**src/rtl/sprite_palette_pkg.sv**
```systemverilog
`default_nettype none
// ============================================================================
// Module      : sprite_palette_pkg
// Description : Shared types and constants for the sprite palette bank.
//               Holds the 4:4:4 RGB entry type, the power-on contents of
//               palette bank 0, and the default transparent (key) index.
// Ports       : none (package)
// Revision    : 1.0 - initial release
// ============================================================================
package sprite_palette_pkg;

  // One 4:4:4 palette entry; r occupies the top nibble, matching {R,G,B}.
  typedef struct packed {
    logic [3:0] r;
    logic [3:0] g;
    logic [3:0] b;
  } rgb_t;

  localparam int DEFAULT_ENTRIES = 16;
  localparam int KEY_IDX_DEFAULT = 0;

  // Bank 0 contents after reset. Entries 6..15 repeat the key colour A/E/A.
  localparam rgb_t DEFAULT_PAL [DEFAULT_ENTRIES] = '{
    12'hAEA, 12'hA01, 12'hFFF, 12'h000, 12'hF76, 12'h050, 12'hAEA, 12'hAEA,
    12'hAEA, 12'hAEA, 12'hAEA, 12'hAEA, 12'hAEA, 12'hAEA, 12'hAEA, 12'hAEA
  };

endpackage : sprite_palette_pkg
`default_nettype wire

```
**src/rtl/palette_frame_latch.sv**
```systemverilog
`default_nettype none
// ============================================================================
// Module      : palette_frame_latch
// Description : Pending/active register pair. Requests are held as pending
//               (last one wins) and promoted to active only on frame_start,
//               so a frame is never recoloured part-way. A request arriving
//               together with frame_start is applied at that same pulse.
// Ports       : clk, rst          - clock, synchronous active-high reset
//               i_frame_start     - one-cycle promotion pulse
//               i_req/i_req_valid - new request (already range-checked)
//               o_active          - value in force for the current frame
// Revision    : 1.0 - initial release
// ============================================================================
module palette_frame_latch #(
  parameter int W = 2
) (
  input  logic         clk,
  input  logic         rst,
  input  logic         i_frame_start,
  input  logic [W-1:0] i_req,
  input  logic         i_req_valid,
  output logic [W-1:0] o_active
);

  logic [W-1:0] r_pend;
  logic         r_pend_v;
  logic [W-1:0] r_active;

  always_ff @(posedge clk) begin
    if (rst) begin
      r_pend   <= '0;
      r_pend_v <= 1'b0;
      r_active <= '0;
    end else if (i_frame_start) begin
      // A same-cycle request is newer than anything pending, so it wins.
      if (i_req_valid) begin
        r_active <= i_req;
      end else if (r_pend_v) begin
        r_active <= r_pend;
      end
      r_pend_v <= 1'b0;
    end else if (i_req_valid) begin
      r_pend   <= i_req;
      r_pend_v <= 1'b1;
    end
  end

  assign o_active = r_active;

endmodule : palette_frame_latch
`default_nettype wire

```
**src/rtl/sprite_palette_bank.sv**
```systemverilog
`default_nettype none
// ============================================================================
// Module      : sprite_palette_bank
// Description : Multi-bank, runtime-writable sprite palette. Maps a colour
//               index to CH_W-bit RGB plus a transparency flag through a
//               fixed 2-cycle pipeline. Bank and dim level switch only on
//               frame_start.
// Ports       : Clk, Reset                  - pixel clock, sync reset
//               pix_valid, index            - pixel lookup request
//               frame_start                 - vertical blank pulse
//               bank_req(_valid)            - requested palette bank
//               dim_req(_valid)             - requested right-shift 0..3
//               wr_en, wr_bank, wr_index,
//               wr_rgb                      - palette entry write port
//               red, green, blue,
//               transparent, out_valid      - pipelined pixel output
//               active_bank                 - bank in use this frame
// Revision    : 1.0 - initial release
// ============================================================================
module sprite_palette_bank
  import sprite_palette_pkg::*;
#(
  parameter int IDX_W     = 4,
  parameter int CH_W      = 4,
  parameter int NUM_BANKS = 4,
  parameter int BANK_W    = 2,
  parameter int KEY_IDX   = KEY_IDX_DEFAULT
) (
  input  logic              Clk,
  input  logic              Reset,
  input  logic              pix_valid,
  input  logic [IDX_W-1:0]  index,
  input  logic              frame_start,
  input  logic [BANK_W-1:0] bank_req,
  input  logic              bank_req_valid,
  input  logic [1:0]        dim_req,
  input  logic              dim_req_valid,
  input  logic              wr_en,
  input  logic [BANK_W-1:0] wr_bank,
  input  logic [IDX_W-1:0]  wr_index,
  input  logic [3*CH_W-1:0] wr_rgb,
  output logic [CH_W-1:0]   red,
  output logic [CH_W-1:0]   green,
  output logic [CH_W-1:0]   blue,
  output logic              transparent,
  output logic              out_valid,
  output logic [BANK_W-1:0] active_bank
);

  localparam int ENTRIES = 2 ** IDX_W;
  localparam int RGB_W   = 3 * CH_W;

  // Expand a 4:4:4 default entry to CH_W-bit channels, MSB-aligned so the
  // default colours keep their brightness for wider channels.
  function automatic logic [RGB_W-1:0] f_default(input int bank, input int idx);
    rgb_t             p;
    logic [11:0]      pv;
    logic [RGB_W-1:0] v;
    v = '0;
    if (bank == 0) begin
      p  = (idx < DEFAULT_ENTRIES) ? DEFAULT_PAL[idx] : DEFAULT_PAL[6];
      pv = p;
      for (int c = 0; c < 3; c++) begin
        for (int b = 0; b < 4; b++) begin
          if (b < CH_W) begin
            v[c*CH_W + CH_W-1-b] = pv[c*4 + 3-b];
          end
        end
      end
    end
    return v;
  endfunction

  logic [RGB_W-1:0]  r_mem [NUM_BANKS][ENTRIES];
  logic              w_bank_ok;
  logic              w_wr_ok;
  logic [BANK_W-1:0] w_active_bank;
  logic [1:0]        w_dim;

  // Out-of-range banks are dropped before they reach the latch/storage.
  assign w_bank_ok = bank_req_valid && ({1'b0, bank_req} < (BANK_W+1)'(NUM_BANKS));
  assign w_wr_ok   = wr_en && ({1'b0, wr_bank} < (BANK_W+1)'(NUM_BANKS));

  palette_frame_latch #(.W(BANK_W)) u_bank_latch (
    .clk          (Clk),
    .rst          (Reset),
    .i_frame_start(frame_start),
    .i_req        (bank_req),
    .i_req_valid  (w_bank_ok),
    .o_active     (w_active_bank)
  );

  palette_frame_latch #(.W(2)) u_dim_latch (
    .clk          (Clk),
    .rst          (Reset),
    .i_frame_start(frame_start),
    .i_req        (dim_req),
    .i_req_valid  (dim_req_valid),
    .o_active     (w_dim)
  );

  // Palette storage. Reads in the pipeline see the pre-write value on a
  // same-cycle write to the same entry.
  always_ff @(posedge Clk) begin
    if (Reset) begin
      for (int b = 0; b < NUM_BANKS; b++) begin
        for (int e = 0; e < ENTRIES; e++) begin
          r_mem[b][e] <= f_default(b, e);
        end
      end
    end else if (w_wr_ok) begin
      r_mem[wr_bank][wr_index] <= wr_rgb;
    end
  end

  logic [RGB_W-1:0] r_s1_rgb;
  logic             r_s1_t;
  logic             r_s1_v;
  logic [1:0]       r_s1_dim;
  logic [CH_W-1:0]  w_s1_r;
  logic [CH_W-1:0]  w_s1_g;
  logic [CH_W-1:0]  w_s1_b;
  logic [CH_W-1:0]  r_red;
  logic [CH_W-1:0]  r_green;
  logic [CH_W-1:0]  r_blue;
  logic             r_transparent;
  logic             r_out_valid;

  assign w_s1_r = r_s1_rgb[3*CH_W-1 -: CH_W];
  assign w_s1_g = r_s1_rgb[2*CH_W-1 -: CH_W];
  assign w_s1_b = r_s1_rgb[CH_W-1   -: CH_W];

  // Stage 1 uses the bank/dim registered before any frame_start update in
  // the same cycle; the dim travels with the pixel into stage 2.
  always_ff @(posedge Clk) begin
    if (Reset) begin
      r_s1_rgb      <= '0;
      r_s1_t        <= 1'b0;
      r_s1_v        <= 1'b0;
      r_s1_dim      <= '0;
      r_red         <= '0;
      r_green       <= '0;
      r_blue        <= '0;
      r_transparent <= 1'b0;
      r_out_valid   <= 1'b0;
    end else begin
      r_s1_rgb      <= r_mem[w_active_bank][index];
      r_s1_t        <= (index == IDX_W'(KEY_IDX));
      r_s1_v        <= pix_valid;
      r_s1_dim      <= w_dim;
      r_red         <= w_s1_r >> r_s1_dim;
      r_green       <= w_s1_g >> r_s1_dim;
      r_blue        <= w_s1_b >> r_s1_dim;
      r_transparent <= r_s1_t;
      r_out_valid   <= r_s1_v;
    end
  end

  assign red         = r_red;
  assign green       = r_green;
  assign blue        = r_blue;
  assign transparent = r_transparent;
  assign out_valid   = r_out_valid;
  assign active_bank = w_active_bank;

endmodule : sprite_palette_bank
`default_nettype wire

```
**config.mk**
```make
export PLATFORM = sky130hd
export DESIGN_NAME = sprite_palette_bank
export DESIGN_NICKNAME = d
export VERILOG_FILES = /design/src/rtl/sprite_palette_pkg.sv /design/src/rtl/palette_frame_latch.sv /design/src/rtl/sprite_palette_bank.sv
export SDC_FILE = /design/constraint.sdc
export NUM_CORES = 1
export LEC_CHECK = 0
export BUFFER_PORTS_ARGS = -buffer_cell sky130_fd_sc_hd__buf_2
export CAP_MARGIN = 25
export CORE_ASPECT_RATIO = 0.5
export CORE_MARGIN = 4
export CORE_UTILIZATION = 45
export DETAILED_ROUTE_END_ITERATION = 8
export PLACE_DENSITY_LB_ADDON = 0.08
export SYNTH_ARGS = -nofsm -noshare
export SYNTH_HDL_FRONTEND = slang
export SYNTH_SLANG_ARGS = --single-unit
```
**constraint.sdc**
```tcl
create_clock -name Clk -period 2.8 [get_ports Clk]
set_clock_uncertainty 0.05 [all_clocks]
set_input_delay 0.28 -clock Clk [delete_from_list [all_inputs] [get_ports Clk]]
set_output_delay 0.28 -clock Clk [all_outputs]
set_load 0.005 [all_outputs]
```
* Word-level counts from Yosys, hierarchy flattened
Memories as Yosys holds them, arrays and structs flattened. A register that Yosys moved wholly into a read port is not among the register bits.
Cells that the tools add are included.
** Operators by class
- Bitwise logic cells :: 3
- $lt $le $gt $ge :: 3
- Reductions and logical operators :: 10
- Shifts and indexed selects :: 3
- Mux-type cells :: 25
** Operator list (number)
- 192-bit 2-to-1 mux :: 3
- 192-bit OR reduction :: 1
- 12-bit 2-to-1 mux :: 9
- 12-bit binary-select mux with 4-bit select :: 1
- 12-bit demux with 4-bit select :: 1
- 2-bit 2-to-1 mux :: 7
- 4-bit by 2-bit right shift with 4-bit output :: 3
- 5-bit greater-or-equal comparator (second input constant) :: 2
- 4-bit NOT with 5-bit output :: 2
- 2-bit AND reduction :: 4
- 5-bit by 1-bit less-than comparator with 1-bit output (second input constant) :: 1
- 4-bit logical NOT :: 1
- 1-bit 2-to-1 mux :: 4
- 2-bit nonzero test :: 2
- 2-bit OR reduction :: 1
- 1-bit logical AND :: 1
- 1-bit NOT :: 1
** Word-level totals
- Bits in writable memories :: 768
- Word-level logic and storage cells :: 60
- Bits of input ports :: 33
- Memories kept :: 1
- Output and inout bits :: 16
- Register bits :: 40
** Memory list
- r_mem :: depth 4, width 192, rd ports 1, clocked after Yosys merged registers in 1, write ports 4, line sprite_palette_bank.sv:74 : logic [RGB_W-1:0] r_mem [NUM_BANKS][ENTRIES];

* Depth between registers and ports, before layout
- Depth after elaboration :: 8
- Gate-level depth with buffers :: 9

* Modules after synthesis
From an unflattened synthesis, not the netlist that was laid out.
** Second synthesis, totals
- Cells, all modules :: 2476
- Area total of the unflattened synthesis :: 36815.3 um^2
** By module, submodules not included
- sprite_palette_bank :: cells each 2438, sequential area each 23662.7 um^2, times used 1, area an instance 36424.9 um^2
- palette_frame_latch :: cells each 19, sequential area each 100.1 um^2, times used 2, area an instance 195.2 um^2

* Worst setup path after synthesis
Ideal clock, no wire load.
- Path kind :: input -> register
- Start :: in Reset
- End :: mem r_mem[0][156] (netlist name), enable pin
- Cell stages on the path :: 4
- Path slack :: 0.580 ns
- Path buffers :: 1
- Data arrival time :: 1.787 ns
- Data required time :: 2.367 ns
- Cells stage by stage :: nor4b_1 nand2_1 clkbuf_1 o21bai_1
** RTL lines
- from (decl) :: line sprite_palette_bank.sv:30 : input logic Reset,
- to (decl) :: line sprite_palette_bank.sv:74

==> reports/metrics.cfg <==
[status]
status = finished, final reports clean

[synth]
synth-seq-cells = 810
synthFlopType = edfxtp_1
synth_edf_count = 768
synth_top_family_by_area = simple AND/OR/NAND/NOR gates
synthesis.nets = 2528
synth_compound_area_share_pct = 3.126
synth_seq_area_share_pct = 64.77
yosysWarnings = 0
yosysTopAreaCell = edfxtp_1
ys_types = 54
synth_xor_area_share_pct = 0
netlist.area_leader.share_pct = 62.50
synth_cells = 2495
synthAdderAreaFrac_pct = 0
async_flop_share_pct = 0
syn-mean-instance-area_um2 = 14.79
muxShareOfSynthArea_pct = 12.31
synth_simple_gate_area_share_pct = 16.62
synth_area_um2 = 36900
synthTopCellsByArea = edfxtp_1, and2_1, mux4_2, dfxtp_1, mux2i_1

[floorplanning]
rows = 73
dieArea_um2 = 86930
fp.dieW_um = 413.0
ios = 49
dieHeight_um = 210.5
coreArea_um2 = 80380
start_util_pct = 45.91

[routing]
drtIter0Drc = 2060
ant_nets = 0
drt-vias-per-instance = 5.705
wirelength_um = 104300
wl_per_cell_um = 28.21
dr_total_vias = 21101
drt_first_pass_iters = 7
drc_errors = 0

[finish]
area_growth_pct = 12.31
final_layout_size_suffix_gt1_share_pct = 20.97
final_cell_mix = edfxtp_1, and2_1, mux4_2
nets = 2583
post-route-util_pct = 51.56
mostFrequentLayoutCell = edfxtp_1

[sta]
setup_viol = 0
fmax_mhz = 372.5
layout_worst_path_cycle_share_pct = 95.87
rsz0062_at_grt = false
fin_crit_ns = 2.684
hold_viol = 0
fin_hold_ws_ns = 0.05129
worst_slew_pin_slew_ns = 1.032
setup-tns-final_ns = 0
slew_headroom_pct = 29.41
slew_violations = 0
postLayoutSetupSlackWorst_ns = 0.1156

[clocking]
cts_setup_buffers = 0
numCtsBuffers = 76
insertion_delay_ns = 0.65
cts-root-buf = clkbuf_16
path_clk_slew_ns = 0.07
cts.sinks = 810
cts_tree = yes
clk_path_buf_depth = 3
h-tree-depth = 3

[power_and_ir_drop]
p_leak_nw = 14.23
power.density_nw_per_um2 = 652.2
worst_ir_drop_vdd_mv = 0.4807

[global_route]
track_usage_pct = 24.15
globalRouteOverflowTotal = 0
grt_pass1_wl_um = 152000
grt_start_max_net_pins = 63
antenna_found_initial = 4
grt_pass1_vias = 21343

[worst_hold_path]
worstHoldPathType = in2reg

[placed_design]
io_buffers = 48
gp_congestion = 0.8312
dp_slack_ns = 0.1757
dpl.hpwl_um = 66020

[critical_path]
crit_fanout = 32
critPathArrivalTime_ns = 3.23
worstSetupEndpointType = flop
path_class = reg2reg
cp-start-kind = flop
required_ns = 3.34

[run]
maxCapViolCount = 0

## stage by stage
step / power, mW / instances / instance area, µm²
6_report: 27.03 / 3699 / 41440
5_1_grt: 27.88 / 3696 / 41440
4_1_cts: 27.22 / 3695 / 41420
3_5_place_dp: 16.64 / 3548 / 38850
3_3_place_gp: 16.60 / 3542 / 38740
2_1_floorplan: 15.61 / 2495 / 36900
## cell usage after synthesis (all sizes together), types with 3 or more instances
cell type and count:
mux2i 84, nor2 88, o221ai 12, and2 670
o22ai 12, nand2b 7, dfxtp 42, buf 72
a221oi 3, o21ai 11, or2 65, a211o 8
a21o 4, edfxtp 768, mux4 163, a21oi 25
or3 106, or3b 3, nand2 32, nor2b 21
nor3 6, nand3 15, a22o 8, clkbuf 176
a31oi 5, a211oi 24, a22oi 41
## logic make-up (layout without fill, tap and decap cells)
group / count (synthesis) / in the layout
AO/OA/AOI/OAI: 162 / 162
other: 0 / 3
buffers and inverters: 249 / 363
AND/OR/NAND/NOR: 1027 / 1027
multiplexers: 247 / 247
flip-flops: 810 / 810
## worst paths after layout
| path | startpoint | to | depth (start not counted) | slack (ns) |
|---|---|---|---|---|
| min | wr_rgb[4] | r_mem[1][4] | 2 | 0.05 |
| min reg2reg | r_s1_v | out_valid | 1 | 0.39 |
| max | flop | r_s1_rgb[11] | 6 | 0.12 |
| max reg2reg | flop | r_s1_rgb[11] | 6 | 0.12 |
## critical path: stages (launching register included)
cell	delay (ns)
dfxtp_4	0.58
buf_12	0.32
buf_4	0.25
mux4_2	0.23
o41ai_1	0.07
a2111oi_0	0.93
a21o_1	0.14
## state kept, by name, indices dropped and copies added (netlist names), 2 cells and up, named ones only
name	cells
u_bank_latch.r_pend	2
u_dim_latch.o_active	2
r_mem	768
u_dim_latch.r_pend	2
r_s1_dim	2
red	4
u_bank_latch.o_active	2
blue	4
r_s1_rgb	12
green	4
## power breakdown
part	switching, mW	total, mW	leakage, nW	internal [mW]
combinational	1.43	2.30	5.33	0.873
sequential	0.226	14.1	7.70	13.9
clock	4.63	10.6	1.20	6.01
## layer usage
layer  wire [µm]  global-route usage (%)  vias to the layer above
met1       47060                   35.26                    11058
met4        1976                   5.602                        0
met2       48960                   38.13                      641
li1            -                       -                     9287
met3        6336                   4.190                      115
met5           0                       0                        -
## timing repair
item | in CTS | in global routing
gates resized for setup | 0 | 0
setup endpoints to repair | 0 | 0
endpoints found under the hold margin | 10 | 0
hold buffers | 10 | 0
## final cells by class
class | instances | area (µm²)
Fill cell | 6717 | 38930
Sequential cell | 810 | 23910
Multi-Input combinational cell | 1436 | 11830
Clock buffer | 102 | 2103
Timing Repair Buffer | 225 | 1859
Tap cell | 1087 | 1360
Clock inverter | 35 | 366.6
Antenna cell | 3 | 7.507
Inverter | 1 | 3.754
Power figures use the tool's default switching activity.
